--- config.mk ---
export PLATFORM = sky130hd
export DESIGN_NAME = load_store_unit
export DESIGN_NICKNAME = d
export VERILOG_FILES = /design/src/rtl/lsu_pkg.sv /design/src/rtl/load_extend.sv /design/src/rtl/load_store_unit.sv
export SDC_FILE = /design/constraint.sdc
export NUM_CORES = 1
export LEC_CHECK = 0
export ABC_AREA = 1
export CORE_MARGIN = 3
export CORE_UTILIZATION = 25
export CTS_CLUSTER_SIZE = 14
export DETAILED_ROUTE_END_ITERATION = 10
export PLACE_DENSITY = 0.5
export SLEW_MARGIN = 15
export SYNTH_ARGS = -nofsm -noshare
export SYNTH_HDL_FRONTEND = slang
export SYNTH_HIERARCHICAL = 1
export SYNTH_SLANG_ARGS = --single-unit
--- constraint.sdc ---
create_clock -name clk -period 12 [get_ports clk]
set_input_delay 3.6 -clock clk [delete_from_list [all_inputs] [get_ports clk]]
set_output_delay 3.6 -clock clk [all_outputs]
set_load 0.005 [all_outputs]
--- src/rtl/lsu_pkg.sv ---
// Shared definitions for the load/store unit.
// Holds the RV32I load/store width codes, the FSM state encoding, and small
// helpers that classify alignment and build memory lane controls.
package lsu_pkg;

  // RV32I funct3 width codes
  localparam logic [2:0] F3_B  = 3'b000;
  localparam logic [2:0] F3_H  = 3'b001;
  localparam logic [2:0] F3_W  = 3'b010;
  localparam logic [2:0] F3_BU = 3'b100;
  localparam logic [2:0] F3_HU = 3'b101;

  typedef enum logic [1:0] {
    ST_IDLE   = 2'b00,
    ST_ACCESS = 2'b01,
    ST_RESP   = 2'b10
  } lsu_state_t;

  // Undefined width codes are reported as misaligned so they never reach memory.
  function automatic logic is_misaligned(input logic [2:0] funct3,
                                         input logic [1:0] offset);
    logic result;
    case (funct3)
      F3_B, F3_BU: result = 1'b0;
      F3_H, F3_HU: result = offset[0];
      F3_W:        result = (offset != 2'b00);
      default:     result = 1'b1;
    endcase
    return result;
  endfunction

  // Byte-lane enables; only the low two funct3 bits encode access size.
  function automatic logic [3:0] lane_enable(input logic [2:0] funct3,
                                             input logic [1:0] offset);
    logic [3:0] result;
    case (funct3[1:0])
      2'b00:   result = 4'b0001 << offset;
      2'b01:   result = 4'b0011 << offset;
      2'b10:   result = 4'b1111;
      default: result = 4'b0000;
    endcase
    return result;
  endfunction

  // Replicate right-aligned store data across all lanes so the byte enables
  // alone pick the destination, independent of offset.
  function automatic logic [31:0] replicate_store(input logic [2:0]  funct3,
                                                  input logic [31:0] wdata);
    logic [31:0] result;
    case (funct3[1:0])
      2'b00:   result = {4{wdata[7:0]}};
      2'b01:   result = {2{wdata[15:0]}};
      default: result = wdata;
    endcase
    return result;
  endfunction

endpackage

--- src/rtl/load_extend.sv ---
// Load result extraction: selects the addressed byte or halfword from a
// memory word and sign- or zero-extends it according to funct3.
// Ports:
//   word   - raw 32-bit memory word
//   offset - byte offset of the access within the word
//   funct3 - RV32I width code
//   result - right-aligned, extended load value (0 for undefined codes)
module load_extend
  import lsu_pkg::*;
(
  input  logic [31:0] word,
  input  logic [1:0]  offset,
  input  logic [2:0]  funct3,
  output logic [31:0] result
);

  logic [7:0]  byte_val;
  logic [15:0] half_val;

  // Pick the addressed byte and halfword lanes.
  always_comb begin
    byte_val = 8'h00;
    case (offset)
      2'b00:   byte_val = word[7:0];
      2'b01:   byte_val = word[15:8];
      2'b10:   byte_val = word[23:16];
      2'b11:   byte_val = word[31:24];
      default: byte_val = 8'h00;
    endcase
    if (offset[1]) begin
      half_val = word[31:16];
    end else begin
      half_val = word[15:0];
    end
  end

  // Apply sign or zero extension.
  always_comb begin
    result = 32'h0000_0000;
    case (funct3)
      F3_B:    result = {{24{byte_val[7]}}, byte_val};
      F3_BU:   result = {24'h00_0000, byte_val};
      F3_H:    result = {{16{half_val[15]}}, half_val};
      F3_HU:   result = {16'h0000, half_val};
      F3_W:    result = word;
      default: result = 32'h0000_0000;
    endcase
  end

endmodule

--- src/rtl/load_store_unit.sv ---
// RV32I load/store unit driving a single-port word-addressed data memory.
// Each request runs IDLE -> ACCESS -> RESP -> IDLE; faulting requests skip
// ACCESS and never strobe memory.
// Ports:
//   clk, rst            - clock and asynchronous active-high reset
//   req_*               - pipeline request handshake and payload
//   resp_*              - one-cycle completion pulse with result and fault flags
//   mem_*               - memory address, data, strobes and byte enables;
//                         mem_dataout is updated by the memory on falling clk
module load_store_unit
  import lsu_pkg::*;
#(
  parameter int MEM_WORDS = 1024
)(
  input  logic        clk,
  input  logic        rst,
  input  logic        req_valid,
  output logic        req_ready,
  input  logic        req_store,
  input  logic [2:0]  req_funct3,
  input  logic [31:0] req_addr,
  input  logic [31:0] req_wdata,
  output logic        resp_valid,
  output logic [31:0] resp_rdata,
  output logic        resp_misaligned,
  output logic        resp_range_err,
  output logic [31:0] mem_addy,
  output logic [31:0] mem_datain,
  output logic        mem_wen,
  output logic        mem_ren,
  output logic [3:0]  mem_byte_selector,
  input  logic [31:0] mem_dataout
);

  localparam logic [31:0] MEM_LIMIT = 32'(MEM_WORDS);

  lsu_state_t  state;
  lsu_state_t  next_state;

  // Request fields still needed after accept. Address and store data are
  // held in lane-aligned form directly in mem_addy / mem_datain.
  logic [2:0]  funct3_q;
  logic        store_q;
  logic [1:0]  offset_q;

  logic        accept;
  logic        misaligned;
  logic        range_err;
  logic        fault;
  logic [31:0] load_result;

  // Classify the incoming request; only meaningful when accept is high.
  always_comb begin
    accept     = req_valid && req_ready && (state == ST_IDLE);
    misaligned = is_misaligned(req_funct3, req_addr[1:0]);
    range_err  = ({2'b00, req_addr[31:2]} >= MEM_LIMIT);
    fault      = misaligned || range_err;
  end

  // State register.
  always_ff @(posedge clk or posedge rst) begin
    if (rst) begin
      state <= ST_IDLE;
    end else begin
      state <= next_state;
    end
  end

  // Next-state logic.
  always_comb begin
    next_state = state;
    case (state)
      ST_IDLE: begin
        if (accept) begin
          if (fault) begin
            next_state = ST_RESP;
          end else begin
            next_state = ST_ACCESS;
          end
        end else begin
          next_state = ST_IDLE;
        end
      end
      ST_ACCESS: next_state = ST_RESP;
      ST_RESP:   next_state = ST_IDLE;
      default:   next_state = ST_IDLE;
    endcase
  end

  load_extend u_load_extend (
    .word   (mem_dataout),
    .offset (offset_q),
    .funct3 (funct3_q),
    .result (load_result)
  );

  // Registered request capture, memory controls and response outputs.
  // Reset clears strobes asynchronously so an interrupted store never
  // reaches the memory's falling-edge write.
  always_ff @(posedge clk or posedge rst) begin
    if (rst) begin
      req_ready         <= 1'b0;
      funct3_q          <= 3'b000;
      store_q           <= 1'b0;
      offset_q          <= 2'b00;
      mem_addy          <= 32'h0000_0000;
      mem_datain        <= 32'h0000_0000;
      mem_wen           <= 1'b0;
      mem_ren           <= 1'b0;
      mem_byte_selector <= 4'b0000;
      resp_valid        <= 1'b0;
      resp_rdata        <= 32'h0000_0000;
      resp_misaligned   <= 1'b0;
      resp_range_err    <= 1'b0;
    end else begin
      req_ready <= (next_state == ST_IDLE);
      case (state)
        ST_IDLE: begin
          if (accept) begin
            funct3_q <= req_funct3;
            store_q  <= req_store;
            offset_q <= req_addr[1:0];
            if (fault) begin
              // Misalignment wins over range error.
              resp_valid      <= 1'b1;
              resp_rdata      <= 32'h0000_0000;
              resp_misaligned <= misaligned;
              resp_range_err  <= range_err && !misaligned;
            end else begin
              mem_addy          <= {2'b00, req_addr[31:2]};
              mem_datain        <= replicate_store(req_funct3, req_wdata);
              mem_wen           <= req_store;
              mem_ren           <= !req_store;
              mem_byte_selector <= lane_enable(req_funct3, req_addr[1:0]);
            end
          end
        end
        ST_ACCESS: begin
          mem_addy          <= 32'h0000_0000;
          mem_datain        <= 32'h0000_0000;
          mem_wen           <= 1'b0;
          mem_ren           <= 1'b0;
          mem_byte_selector <= 4'b0000;
          resp_valid        <= 1'b1;
          // mem_dataout was refreshed on the falling edge inside ACCESS.
          resp_rdata        <= store_q ? 32'h0000_0000 : load_result;
        end
        ST_RESP: begin
          resp_valid      <= 1'b0;
          resp_rdata      <= 32'h0000_0000;
          resp_misaligned <= 1'b0;
          resp_range_err  <= 1'b0;
        end
        default: begin
          mem_wen           <= 1'b0;
          mem_ren           <= 1'b0;
          mem_byte_selector <= 4'b0000;
          resp_valid        <= 1'b0;
          resp_rdata        <= 32'h0000_0000;
          resp_misaligned   <= 1'b0;
          resp_range_err    <= 1'b0;
        end
      endcase
    end
  end

endmodule

# ---- After elaboration in Yosys (flattened, before gate mapping)
# Cells that the tools add are included.
dict set report op_classes {
  magnitude_cmp 1
  n_eq_ne 18
  shift 2
  n_mux 37
  bitwise 2
  reduce_logical 21
}
# cell count
set ops {}
lappend ops {{$pmux 32 s2} 4}
lappend ops {{$mux 32} 7}
lappend ops {{$pmux 32 s5} 1}
lappend ops {{$pmux 8 s4} 1}
lappend ops {{$ge 30x11->1 const B} 1}
lappend ops {{$mux 16} 1}
lappend ops {{$eq 3x3->1 const B} 4}
lappend ops {{$pmux 4 s3} 1}
lappend ops {{$mux 1} 10}
lappend ops {{$pmux 1 s2} 5}
lappend ops {{$reduce_and 3->1} 3}
lappend ops {{$eq 2x2->1 const B} 4}
lappend ops {{$logic_not 2->1} 4}
lappend ops {{$mux 4} 2}
lappend ops {{$pmux 4 s2} 1}
lappend ops {{$eq 2x1->1 const B} 3}
lappend ops {{$eq 3x1->1 const B} 2}
lappend ops {{$eq 3x2->1 const B} 2}
lappend ops {{$logic_not 3->1} 2}
lappend ops {{$ne 2x2->1 const B} 3}
lappend ops {{$mux 2} 2}
lappend ops {{$pmux 2 s2} 1}
lappend ops {{$reduce_and 2->1} 2}
lappend ops {{$reduce_bool 2->1} 2}
lappend ops {{other kinds (8)} 13}
dict set report totals {
  register_bits 114
  input_bits 103
}

# ---- Depth between registers and ports, before layout
dict set report depth {
  ltp_word 8
  mapped_depth 11
}

# ---- Modules after synthesis
# Netlist, hierarchy kept.
# mod n_inst cells_per_inst area_each_um2 seq_area_each_um2
set by_module_without_submodules {}
lappend by_module_without_submodules {load_store_unit 1 626 5223.8 2802.7}
lappend by_module_without_submodules {load_extend 1 255 1083.5 0.0}

# ---- Worst setup path before layout
# No wires, ideal clock.
dict set report synth_timing {
  path_type {input to register}
  from {input req_addr[30]}
  to {register mem_addy[2]}
  arrival_time_ns 4.656
  required_time_ns 11.883
  path_slack_ns 7.227
  stages 9
  path_cell_list {or2_1 -> nor2_2 -> nand2_1 -> nor2_4 -> nand4_4 -> buf_6 -> buf_6 -> nand3_2 -> nand2_1}
}
dict set report synth_between {
  elab_chain_len 4
}
# item line
set synth_lines {}
lappend synth_lines {{start, declared} load_store_unit.sv:21} ;# input logic [31:0] req_addr,
lappend synth_lines {{$ge 30x11->1} load_store_unit.sv:56} ;# range_err = ({2'b00, req_addr[31:2]} >= MEM_LIMIT);
lappend synth_lines {{$logic_or 1x1->1} load_store_unit.sv:57} ;# fault = misaligned || range_err;
lappend synth_lines {{$ne 2x2->1 (no line)} --}
lappend synth_lines {{$reduce_and 3->1 (no line)} --}
lappend synth_lines {{end signal, assigned} load_store_unit.sv:130} ;# mem_addy <= {2'b00, req_addr[31:2]};
lappend synth_lines {{end, declared} load_store_unit.sv:27} ;# output logic [31:0] mem_addy,
# Every way passes these cells.
# A chain may end at the register's enable or synchronous reset.

# ---- Worst setup path in the final report
dict set report layout_timing {
  from {input req_funct3[1]}
  to {register mem_addy[12]}
}
dict set report layout_between {
  elab_chain_len 6
  elab_cells_between_ends 11
  cone_classes {5 x eq/ne; 1 x mux; 5 x reduce/logical}
}
# item line
set layout_lines {}
lappend layout_lines {{start, declared} load_store_unit.sv:20} ;# input logic [2:0] req_funct3,
lappend layout_lines {{$eq 3x1->1, or another cell as far along} lsu_pkg.sv:23} ;# case (funct3)
lappend layout_lines {{$reduce_or 2->1} lsu_pkg.sv:23}
lappend layout_lines {{$pmux 1 s3 *} lsu_pkg.sv:23}
lappend layout_lines {{$logic_or 1x1->1 *} load_store_unit.sv:57}
lappend layout_lines {{$ne 2x2->1 (no line) *} --}
lappend layout_lines {{$reduce_and 3->1 (no line) *} --}
# Mark *: on every way between the ends. The rest lies on a longest branch, timed or not.

==> results.py <==
metrics = {
    "status": {
        "status": "finished clean",
    },
    "timing": {
        "final-setup-viol-count": 0,
        "slew_headroom": 0.380,
        "worst_slack_ns": 6.23,
        "tns_ns": 0,
        "worst_slew_pin_slew_ns": 0.931,
        "fmax_ghz": 0.173,
        "finalCriticalPeriod_ns": 5.77,
        "fin_hold_ws_ns": 0.481,
        "fin_crit_sh": 0.481,
        "rsz0062_at_grt": "no",
        "slew_violations": 0,
        "skew_ns": 0.00838,
        "hold_viol_final": 0,
    },
    "floorplanning": {
        "die_area_um2": 27200,
        "dieWidth_um": 165,
        "rows": 57,
        "core_um2": 24500,
        "die_h_um": 165,
        "start_util": 0.257,
        "io_pins": 209,
    },
    "power": {
        "p_per_area_nw_per_um2": 120,
        "swShare": 0.326,
        "p_int_mw": 0.715,
        "p_leak_nw": 4.31,
        "peakVddDrop_v": 0.0000599,
        "power.share.clock": 0.292,
        "p_seq_frac": 0.421,
        "p_sw_mw": 0.346,
        "combPwrFrac": 0.287,
    },
    "worst_setup_path": {
        "r2r_end": "mem_datain[20]$_DFFE_PP0P_",
        "startpoint_type": "input pin",
        "crit_path_end": "mem_addy[12]$_DFFE_PP0P_",
        "rr_worst_depth": 7,
        "cp_max_fo": 49,
        "path_class": "in2reg",
        "required_ns": 12.26,
        "ff2ff_setup_slack_ns": 9.23,
        "r2r-start": "state[1]$_DFF_PP0_",
        "worst_setup_path_end_kind": "register",
        "cp-startpoint": "req_funct3[1]",
        "arrival_ns": 6.03,
    },
    "placed_design": {
        "place_area_um2": 8520,
        "routabilityCongestion": 0.888,
        "io_buffers": 206,
        "pre_cts_slack_ns": 5.80,
        "hpwl_mm": 15.2,
    },
    "grt": {
        "overflow": 0,
        "grt_pass1_vias": 5912,
        "grt_max_degree": 71,
        "antenna_found_initial": 0,
        "grt_util_all_layers": 0.156,
        "grt_pass1_wl_mm": 33.3,
    },
    "clocking": {
        "cts_resized": 0,
        "cts_setup_buffers": 0,
        "clkLatencyLatePin_ns": 0.35,
        "htreeDepth": 3,
        "clockBufferDepth": 2,
        "tritoncts": "yes",
        "clkSinkCount": 112,
        "clockRootBuffer": "clkbuf_16",
        "cts_hold_buf": 0,
        "cts_made_buffers": 9,
        "clk_pin_slew_ns": 0.07,
    },
    "logic_synthesis": {
        "avgSynthCellArea_um2": 7.16,
        "yosysWarnings": 6,
        "syn_area_um2": 6310,
        "synth_cell_types": 29,
        "synth_seq_cells": 112,
        "synthCells": 881,
        "yosysSeqAreaShare": 0.444,
    },
    "routing": {
        "ant_nets": 0,
        "vias": 6168,
        "via_per_inst": 4.47,
        "drc_errors": 0,
        "firstDrtPassIters": 5,
        "initialDrtViolationCount": 438,
        "avgRoutedWirePerCell_um": 15.5,
        "drt-total-wl_mm": 21.4,
    },
    "min_path": {
        "min_path_type": "reg2reg",
        "hold_start": "resp_misaligned$_DFFE_PP0P_",
    },
    "layout": {
        "fin_util": 0.359,
        "drive_gt1_frac": 0.0540,
        "area.growth.synth_to_final_pct": 39.8,
        "fin_nets": 1153,
        "postLayoutCellArea_um2": 8820,
    },
    "flow_run": {
        "maxCapViolations": 0,
    },
}
==> worst max-delay path, stage by stage <==
cell and delay (ns):
clkdlybuf4s50_1 0.53, inv_2 0.24, o21ai_2 0.17, nand2_2 0.11, nand4_4 0.10, buf_4 0.50
nand2_1 0.54, nor2_1 0.21
==> cell type report <==
| class | count | area, um2 |
|---|---|---|
| Fill cell | 2651 | 15700 |
| Multi-Input combinational cell | 615 | 2820 |
| Sequential cell | 112 | 2800 |
| Timing Repair Buffer | 214 | 2120 |
| Tap cell | 324 | 405 |
| Inverter | 98 | 373 |
| Clock buffer | 11 | 233 |
| Clock inverter | 5 | 63.8 |
| Antenna cell | 1 | 2.50 |
==> per-stage QoR <==
step | std cells | total power [mW]
2_1_floorplan | 882 | 0.618
3_3_place_gp | 1363 | 0.762
3_5_place_dp | 1363 | 0.761
4_1_cts | 1379 | 1.08
5_1_grt | 1379 | 1.13
6_report | 1380 | 1.06
==> power by group through the flow <==
stage / combinational (mW) / clock [mW] / sequential (mW)
2_1_floorplan: 0.177 / 0 / 0.441
3_3_place_gp: 0.308 / 0 / 0.454
3_5_place_dp: 0.307 / 0 / 0.454
4_1_cts: 0.309 / 0.322 / 0.447
5_1_grt: 0.344 / 0.335 / 0.453
6_report: 0.305 / 0.310 / 0.446
==> placed cells by master (no fill, tap or decap) <==
cell type	Yosys	final
inv_4	1	2
clkbuf_16	0	9
o22ai_1	5	5
nand4_1	50	50
clkinv_2	0	1
or2_2	1	1
nand3_1	98	98
o21ai_2	1	1
inv_2	6	6
buf_4	4	8
bufinv_16	0	1
a31oi_1	1	1
o21ai_1	6	6
conb_1	1	2
a211oi_1	8	8
nor2_2	4	5
nand4_4	1	1
clkdlybuf4s50_1	0	206
diode_2	0	1
or2_1	2	2
nor2_4	2	2
inv_1	91	90
o21ai_0	22	22
clkinv_4	0	1
nor2_1	88	87
clkbuf_1	24	2
inv_6	0	1
dfrtp_1	112	112
nand2_1	296	295
nand2_2	3	4
inv_8	0	1
nand3_2	10	10
a21oi_1	12	12
nor3_4	2	2
nand4_2	1	1
==> worst min path at each step <==
| stage | to | slack, ns | cells after the start |
|---|---|---|---|
| final | resp_misaligned$_DFFE_PP0P_ | 0.48 | 2 |
| after global routing | mem_addy[15]$_DFFE_PP0P_ | 0.51 | 2 |
| after CTS | resp_range_err$_DFFE_PP0P_ | 0.49 | 2 |
| after detailed placement | resp_misaligned$_DFFE_PP0P_ | 0.47 | 2 |
| after global placement | resp_range_err$_DFFE_PP0P_ | 0.46 | 2 |
| after floorplan | store_q$_DFFE_PP0P_ | 0.44 | 2 |
==> state kept, by name, summed over array words and instances (netlist names) <==
register and cells:
state 2, resp_range_err 1, mem_datain 32, funct3_q 3, mem_byte_selector 4, resp_valid 1, mem_wen 1, mem_ren 1
mem_addy 30, store_q 1, req_ready 1, resp_misaligned 1, resp_rdata 32, offset_q 2
==> Yosys cell counts (all sizes together) <==
master,instances,share of area
nand4,52,0.055
or2,3,0.0030
a31oi,1,0.00099
inv,98,0.059
a21oi,12,0.0095
o22ai,5,0.0050
o21ai,29,0.024
dfrtp,112,0.44
nand3,108,0.094
nor3,2,0.0052
conb,1,0.00059
buf,33,0.038
clkbuf,24,0.014
a211oi,8,0.0095
nand2,299,0.18
nor2,94,0.060
==> cells by family (layout without fill, tap and decap cells) <==
group | after synthesis | count (layout) | synth area share
compound gates | 55 | 55 | 0.0486
simple gates | 558 | 558 | 0.396
buf+inv | 155 | 328 | 0.111
other cells | 1 | 3 | 0.000595
flops | 112 | 112 | 0.444
==> metal layers <==
| layer | vias to the layer above | track usage | routed length, um |
|---|---|---|---|
| li1 | 3139 | - | - |
| met1 | 2841 | 0.227 | 10400 |
| met2 | 170 | 0.241 | 9800 |
| met3 | 18 | 0.0201 | 900 |
| met4 | 0 | 0.0423 | 302 |
| met5 | - | 0 | 0 |
(Power assumes the default switching activity.)
